[src/rtl/fft_framer_pkg.sv]
// Shared definitions for the FFT framer: default sizes, write-FSM state encoding
// and the frame-length normalisation rule.
package fft_framer_pkg;

    localparam int DW_DEF         = 16;
    localparam int DATA_CNT_DEF   = 1024;
    localparam int FIFO_DEPTH_DEF = 16;
    localparam int GAP_W          = 19;

    typedef enum logic [1:0] {
        FRM_IDLE  = 2'd0,
        FRM_FRAME = 2'd1,
        FRM_GAP   = 2'd2
    } frm_state_t;

    // 0 selects the maximum length, 1 is promoted to 2, anything above the maximum is clamped.
    function automatic int eff_frame_len(input int frame_len, input int data_cnt);
        if (frame_len == 0)
            return data_cnt;
        else if (frame_len == 1)
            return 2;
        else if (frame_len > data_cnt)
            return data_cnt;
        else
            return frame_len;
    endfunction

endpackage

[src/rtl/fft_framer_fifo.sv]
// Synchronous FIFO with a registered head entry; DEPTH counts the head register plus
// the backing store, so exactly DEPTH entries can be held.
module fft_framer_fifo #(
    parameter int W     = 17,
    parameter int DEPTH = 16
) (
    input  logic         clk,
    input  logic         reset_n,
    input  logic         wr_en,
    input  logic [W-1:0] wr_data,
    output logic         full,
    input  logic         rd_en,
    output logic [W-1:0] rd_data,
    output logic         rd_valid
);

    localparam int AW = $clog2(DEPTH);
    localparam logic [AW:0] DEPTH_V = DEPTH[AW:0];

    logic [W-1:0]  mem [DEPTH];
    logic [AW-1:0] wptr_q;
    logic [AW-1:0] rptr_q;
    logic [AW:0]   mem_cnt_q;
    logic [AW:0]   occupancy;
    logic          pop;
    logic          accept;
    logic          load;
    logic          from_mem;
    logic          bypass;
    logic          mem_push;

    // Full is judged after this cycle's pop, so a simultaneous read frees a slot.
    assign pop       = rd_valid && rd_en;
    assign occupancy = mem_cnt_q + {{AW{1'b0}}, rd_valid};
    assign full      = (occupancy == DEPTH_V) && !pop;
    assign accept    = wr_en && !full;
    assign load      = !rd_valid || pop;
    assign from_mem  = load && (mem_cnt_q != '0);
    assign bypass    = load && (mem_cnt_q == '0) && accept;
    assign mem_push  = accept && !bypass;

    always_ff @(posedge clk) begin
        if (mem_push)
            mem[wptr_q] <= wr_data;
    end

    always_ff @(posedge clk or negedge reset_n) begin
        if (!reset_n) begin
            wptr_q    <= '0;
            rptr_q    <= '0;
            mem_cnt_q <= '0;
            rd_data   <= '0;
            rd_valid  <= 1'b0;
        end else begin
            if (mem_push)
                wptr_q <= wptr_q + 1'b1;
            if (from_mem)
                rptr_q <= rptr_q + 1'b1;
            mem_cnt_q <= mem_cnt_q + {{AW{1'b0}}, mem_push} - {{AW{1'b0}}, from_mem};
            if (load) begin
                if (from_mem) begin
                    rd_data  <= mem[rptr_q];
                    rd_valid <= 1'b1;
                end else if (bypass) begin
                    rd_data  <= wr_data;
                    rd_valid <= 1'b1;
                end else begin
                    rd_valid <= 1'b0;
                end
            end
        end
    end

endmodule

[src/rtl/fft_framer.sv]
// Cuts the ADC sample stream into FFT frames with tlast, optional frame decimation,
// and an output FIFO that truncates a frame on overflow to keep tlast aligned.
module fft_framer
    import fft_framer_pkg::*;
#(
    parameter int DW         = DW_DEF,
    parameter int DATA_CNT   = DATA_CNT_DEF,
    parameter int FIFO_DEPTH = FIFO_DEPTH_DEF
) (
    input  logic                      clk,
    input  logic                      reset_n,
    input  logic [DW-1:0]             tdata_s,
    input  logic                      tvalid_s,
    output logic [DW-1:0]             tdata_m,
    output logic                      tvalid_m,
    output logic                      tlast_m,
    input  logic                      tready_m,
    input  logic                      enable,
    input  logic [$clog2(DATA_CNT):0] frame_len,
    input  logic [7:0]                frame_skip,
    output logic                      busy,
    output logic                      ovf_flag,
    output logic [15:0]               ovf_cnt,
    output logic [15:0]               frame_cnt,
    output frm_state_t                state_dbg
);

    localparam int LW = $clog2(DATA_CNT) + 1;

    // Output handshake: {tlast_m,tdata_m} are valid while tvalid_m is high and stay
    // frozen until tready_m is seen high at a clock edge, which pops the entry.
    frm_state_t       state_q, state_d;
    logic [LW-1:0]    len_q;
    logic [LW-1:0]    wcnt_q;
    logic [LW-1:0]    eff_len;
    logic [7:0]       skip_q;
    logic [GAP_W-1:0] gap_total_q;
    logic [GAP_W-1:0] gcnt_q;
    logic             trunc_pend_q;
    logic             enable_q;
    logic             enable_rise;
    logic             fifo_full;
    logic             fifo_wr;
    logic             fifo_last;
    logic             drop;
    logic             frame_end;
    logic             gap_end;
    logic             latch;
    logic             pop;
    logic [DW:0]      fifo_rdata;

    assign eff_len     = LW'(eff_frame_len(int'(frame_len), DATA_CNT));
    assign enable_rise = enable && !enable_q;
    assign pop         = tvalid_m && tready_m;
    assign busy        = (state_q != FRM_IDLE);
    assign state_dbg   = state_q;

    always_comb begin
        state_d   = state_q;
        fifo_wr   = 1'b0;
        fifo_last = 1'b0;
        drop      = 1'b0;
        frame_end = 1'b0;
        gap_end   = 1'b0;
        latch     = 1'b0;
        case (state_q)
            FRM_IDLE: begin
                if (enable) begin
                    state_d = FRM_FRAME;
                    latch   = 1'b1;
                end
            end
            FRM_FRAME: begin
                if (tvalid_s) begin
                    if (fifo_full) begin
                        drop = 1'b1;
                    end else begin
                        fifo_wr   = 1'b1;
                        fifo_last = trunc_pend_q || (wcnt_q == len_q - 1'b1);
                        frame_end = fifo_last;
                    end
                end
                // A truncated frame leaves FRAME exactly like a natural one.
                if (frame_end) begin
                    if (skip_q != 8'd0)
                        state_d = FRM_GAP;
                    else if (enable)
                        latch = 1'b1;
                    else
                        state_d = FRM_IDLE;
                end
            end
            FRM_GAP: begin
                if (tvalid_s && (gcnt_q == gap_total_q - 1'b1)) begin
                    gap_end = 1'b1;
                    if (enable) begin
                        state_d = FRM_FRAME;
                        latch   = 1'b1;
                    end else begin
                        state_d = FRM_IDLE;
                    end
                end
            end
            default: state_d = FRM_IDLE;
        endcase
    end

    always_ff @(posedge clk or negedge reset_n) begin
        if (!reset_n) begin
            state_q      <= FRM_IDLE;
            enable_q     <= 1'b0;
            len_q        <= '0;
            skip_q       <= '0;
            gap_total_q  <= '0;
            wcnt_q       <= '0;
            gcnt_q       <= '0;
            trunc_pend_q <= 1'b0;
            ovf_flag     <= 1'b0;
            ovf_cnt      <= '0;
            frame_cnt    <= '0;
        end else begin
            state_q  <= state_d;
            enable_q <= enable;
            if (latch) begin
                len_q       <= eff_len;
                skip_q      <= frame_skip;
                gap_total_q <= GAP_W'(frame_skip) * GAP_W'(eff_len);
            end
            if (frame_end)
                wcnt_q <= '0;
            else if (fifo_wr)
                wcnt_q <= wcnt_q + 1'b1;
            if (frame_end || gap_end)
                gcnt_q <= '0;
            else if ((state_q == FRM_GAP) && tvalid_s)
                gcnt_q <= gcnt_q + 1'b1;
            if (drop)
                trunc_pend_q <= 1'b1;
            else if (fifo_wr)
                trunc_pend_q <= 1'b0;
            // A drop coinciding with the enable rise still registers as one event.
            if (enable_rise) begin
                ovf_flag <= drop;
                ovf_cnt  <= {15'd0, drop};
            end else if (drop) begin
                ovf_flag <= 1'b1;
                if (ovf_cnt != 16'hFFFF)
                    ovf_cnt <= ovf_cnt + 16'd1;
            end
            if (pop && fifo_rdata[DW])
                frame_cnt <= frame_cnt + 16'd1;
        end
    end

    fft_framer_fifo #(
        .W    (DW + 1),
        .DEPTH(FIFO_DEPTH)
    ) u_fifo (
        .clk     (clk),
        .reset_n (reset_n),
        .wr_en   (fifo_wr),
        .wr_data ({fifo_last, tdata_s}),
        .full    (fifo_full),
        .rd_en   (tready_m),
        .rd_data (fifo_rdata),
        .rd_valid(tvalid_m)
    );

    assign tdata_m = fifo_rdata[DW-1:0];
    assign tlast_m = fifo_rdata[DW];

endmodule

[config.mk]
export PLATFORM = sky130hd
export DESIGN_NAME = fft_framer
export DESIGN_NICKNAME = d
export VERILOG_FILES = /design/src/rtl/fft_framer_pkg.sv /design/src/rtl/fft_framer_fifo.sv /design/src/rtl/fft_framer.sv
export SDC_FILE = /design/constraint.sdc
export NUM_CORES = 1
export LEC_CHECK = 0
export ABC_AREA = 0
export ABC_CLOCK_PERIOD_IN_PS = 9300
export CORE_ASPECT_RATIO = 0.75
export CORE_MARGIN = 8
export CORE_UTILIZATION = 60
export CTS_CLUSTER_DIAMETER = 100
export DETAILED_ROUTE_END_ITERATION = 6
export PLACE_DENSITY = 0.83
export SLEW_MARGIN = 5
export SYNTH_ARGS = -nofsm -noshare
export SYNTH_HDL_FRONTEND = slang
export SYNTH_HIERARCHICAL = 1
export SYNTH_SLANG_ARGS = --single-unit
[constraint.sdc]
create_clock -name clk -period 9.3 [get_ports clk]
set_input_delay 2.79 -clock clk [delete_from_list [all_inputs] [get_ports clk]]
set_output_delay 2.79 -clock clk [all_outputs]
set_load 0.02 [all_outputs]
==> impl_metrics.yaml <==
status:
  run_status: "finished, final reports clean"
sta:
  rsz0062_at_grt: "false"
  maximum_operating_frequency_mhz: 111
  fin_hold_ws_ps: 485
  final-max-slew-violation-count: 0
  final_number_of_setup_violating_endpoints: 0
  period_needed_ps: 8990
  tightest_pin_transition_ps: 1330
  max_slew_margin: 0.114
  part_of_the_cycle_the_worst_path_needs: 0.967
  tns_ps: 0
  clock-skew-final_ps: 27.6
  finalHoldViolCount: 0
clock_tree:
  cts_tree: "yes"
  clk-insertion-delay-late_ps: 550
  clock_sink_count: 408
  cts_resized: 0
  number_of_buffers_inserted_to_repair_setup_after_cts: 0
  clock_tree.buffer_depth: 3
  clk_root_buffer_cell: "sky130_fd_sc_hd__clkbuf_16"
  cts_hold_buffers: 0
  path_clk_slew_ps: 60
  cts-htree-levels: 2
  cts-buffers-inserted: 39
pwr:
  comb_power_share: 0.341
  vdd_ir_drop_max_mv: 0.302
  p_int_mw: 4.20
  seq_power_share: 0.402
  total_switching_power_mw: 2.14
  power_density_mw_per_mm2: 272
  share_clk_of_total_power: 0.257
  leak_pwr_nw: 9.22
  switching_share: 0.338
logic_synthesis:
  synth.distinct_cells: 77
  synth.yosys.seq_area_share: 0.557
  post_synthesis_instance_area_sq_mm: 0.0208
  netlist_instances: 1532
  synth_fp_nets: 1687
  postSynthAreaPerCell_sq_um: 13.6
  ys_warn_count: 6
  ys_ff_latch: 408
  synthArstFlopShare: 0.333
  number_of_flops_mapped_to_enable_cells_by_yosys: 272
  dominantRegCellSynth: "sky130_fd_sc_hd__edfxtp_1"
cells_and_area:
  area.growth.synth_to_final_pct: 12.3
  nFillCells: 2351
  layout.nets: 1771
  most_frequent_standard_cell_in_the_layout_excluding_fill_and_tap_cells: "sky130_fd_sc_hd__edfxtp_1"
  register_area_sq_mm: 0.0116
  final_core_util: 0.678
  multi_input_area_sq_mm: 0.00845
  layout.cells.most_common_list: "272 x sky130_fd_sc_hd__edfxtp_1, 134 x sky130_fd_sc_hd__dfrtp_1, 129 x sky130_fd_sc_hd__nand2_1"
  post_route_cells_drive_above_1_share: 0.115
die:
  floorplan.die_area_sq_mm: 0.0409
  floorplan.io_pins: 94
  placementRows: 59
  die_width_um: 231
  fp.coreArea_sq_mm: 0.0344
  initial_utilization: 0.604
  die_h_um: 177
setup_path:
  critical-path-top-delay-family: "adder cells"
  max_stage_delay_ps: 880
  critical-path-top-cell-by-count: "sky130_fd_sc_hd__fa_1"
  worst-path-buf-inv: 4
  worst_ep_required_ps: 9720
  r2r.worst_path.cells: 11
  worst_setup_sp_type: "input port"
  cell_by_cell_listing_of_the_critical_path: "clkdlybuf4s50_1 > nor4_1 > nand3_1 > o21ai_1 > and2_1 > nand2_1 > fa_1 > fa_1 > inv_1 > fa_1 > inv_1 > fa_1 > inv_1 > ha_1 > nor3_1 > a211oi_1 > a2111oi_0 > nor4b_1 > a311o_1 > mux2_4"
  timing.rr.start: "gap_total_q[0]$_DFFE_PN0P_"
  crit_path_max_fanout: 9
  cp_data_arrival_time_ps: 9410
  slowest_stage: "sky130_fd_sc_hd__a2111oi_0"
  critical_path_depth_in_cells: 20
  crit_path_start: "frame_len[7]"
  worst-setup-path-type: "in2reg"
  worstSetupEndpointType: "register"
placement:
  gpl_congestion: 0.900
  hpwlAfterDp_um: 29900
  port-buffer-count: 93
route:
  drt_pass_1_iters: 5
  drtIter0Drc: 1325
  wire_per_inst_um: 22.2
  num_vias: 12838
  antenna_left: 0
  via_per_inst: 6.10
  drc: 0
  finalWirelength_um: 46700
grt:
  global_route.overflow_total: 0
  grt_antenna_before_repair: 0
  largest_net_degree_at_the_start_of_global_routing: 70
  tot_gr_track_use: 0.231
  grt_first_pass_wirelength_um: 74600
  grt_pass1_vias: 13041
flow_run:
  timing.max_cap.violations: 0
min_path:
  min_path_cells: 1
  min_from: "frame_cnt[15]$_DFFE_PN0P_"
  hp-class: "reg2reg"
[power groups by stage]
stage	logic [mW]	clock network, mW	registers (mW)
4_1_cts	2.15	1.66	2.55
3_3_place_gp	2.04	0	2.56
3_5_place_dp	2.12	0	2.58
2_1_floorplan	1.63	0	2.50
5_1_grt	2.35	1.73	2.59
6_report	2.16	1.63	2.55
[routing by layer]
layer,vias to the layer above,GRT usage,wire length [um]
met5,-,0,0
met4,0,0.0514,840
met3,72,0.0468,4250
met2,601,0.363,21500
met1,6446,0.333,20100
li1,5719,-,-
[final timing paths]
path	end	slack (ps)
worst min-delay path	frame_cnt[15]$_DFFE_PN0P_	490
worst min register to register	frame_cnt[15]$_DFFE_PN0P_	490
min in group asynchronous	len_q[2]$_DFFE_PN0P_	2230
worst max register to register	gap_total_q[5]$_DFFE_PN0P_	4390
max in group asynchronous	u_fifo/rptr_q[0]$_DFFE_PN0P_	5540
worst max-delay path	gap_total_q[17]$_DFFE_PN0P_	310
[flip-flops by register name (all words and copies together), names as in the netlist]
name / flops
u_fifo/rptr_q: 4
len_q: 11
gap_total_q: 19
trunc_pend_q: 1
frame_cnt: 16
ovf_cnt: 16
ovf_flag: 1
u_fifo/mem_cnt_q: 5
u_fifo/rd_valid: 1
enable_q: 1
u_fifo/wptr_q: 4
u_fifo/rd_data: 17
u_fifo/mem: 272
state_dbg: 2
gcnt_q: 19
wcnt_q: 11
skip_q: 8
[cells in the mapped netlist, drive strengths merged, types with 34 or more instances]
cell / instances / area [sq um]
mux4: 51 / 1150
and2: 61 / 382
xor2: 58 / 508
and3: 34 / 213
nand2: 129 / 484
edfxtp: 272 / 8170
xnor2: 60 / 526
fa: 55 / 1100
ha: 60 / 751
inv: 103 / 387
mux2i: 58 / 581
nor2: 73 / 274
dfrtp: 136 / 3400
buf: 34 / 279
o21ai: 43 / 219
mux2: 37 / 480
[cells by family after synthesis]
kind of cell | share of synthesized area
AO/OA/AOI/OAI | 0.0498
XOR/XNOR | 0.0497
adder cells (fa/ha/maj) | 0.0891
buffers and inverters | 0.0371
flip-flops | 0.557
multiplexers | 0.106
AND/OR/NAND/NOR | 0.111
[worst reg2reg max path, stage by stage, from the launching register on]
cell	delay, ps
sky130_fd_sc_hd__dfrtp_1	410
sky130_fd_sc_hd__inv_1	110
sky130_fd_sc_hd__ha_1	220
sky130_fd_sc_hd__nor4b_4	330
sky130_fd_sc_hd__nor2b_2	330
sky130_fd_sc_hd__nand3b_1	130
sky130_fd_sc_hd__mux2i_1	140
sky130_fd_sc_hd__or4_1	530
sky130_fd_sc_hd__or4_1	640
sky130_fd_sc_hd__a221oi_4	1120
sky130_fd_sc_hd__buf_4	480
sky130_fd_sc_hd__mux2_2	380
[metrics by stage]
step / worst slack [ps] / total power, mW / std cells / area (sq um)
finish: 306 / 6.34 / 2105 / 23300
global route: 144 / 6.67 / 2104 / 23300
CTS: 313 / 6.36 / 2104 / 23300
detailed placement: -156 / 4.70 / 2032 / 22000
global placement: 181 / 4.60 / 2032 / 22000
floorplan: 1070 / 4.13 / 1532 / 20800
[layout make-up]
cell class,instances,share of cell area
clock buffer,46,0.0438
inverter,104,0.0167
antenna,1,0.000107
clock inverter,26,0.0129
timing repair buffer,104,0.0435
sequential,408,0.496
multi-input combinational,959,0.362
tap,457,0.0245
No activity file was read; power rests on OpenSTA's default activity.
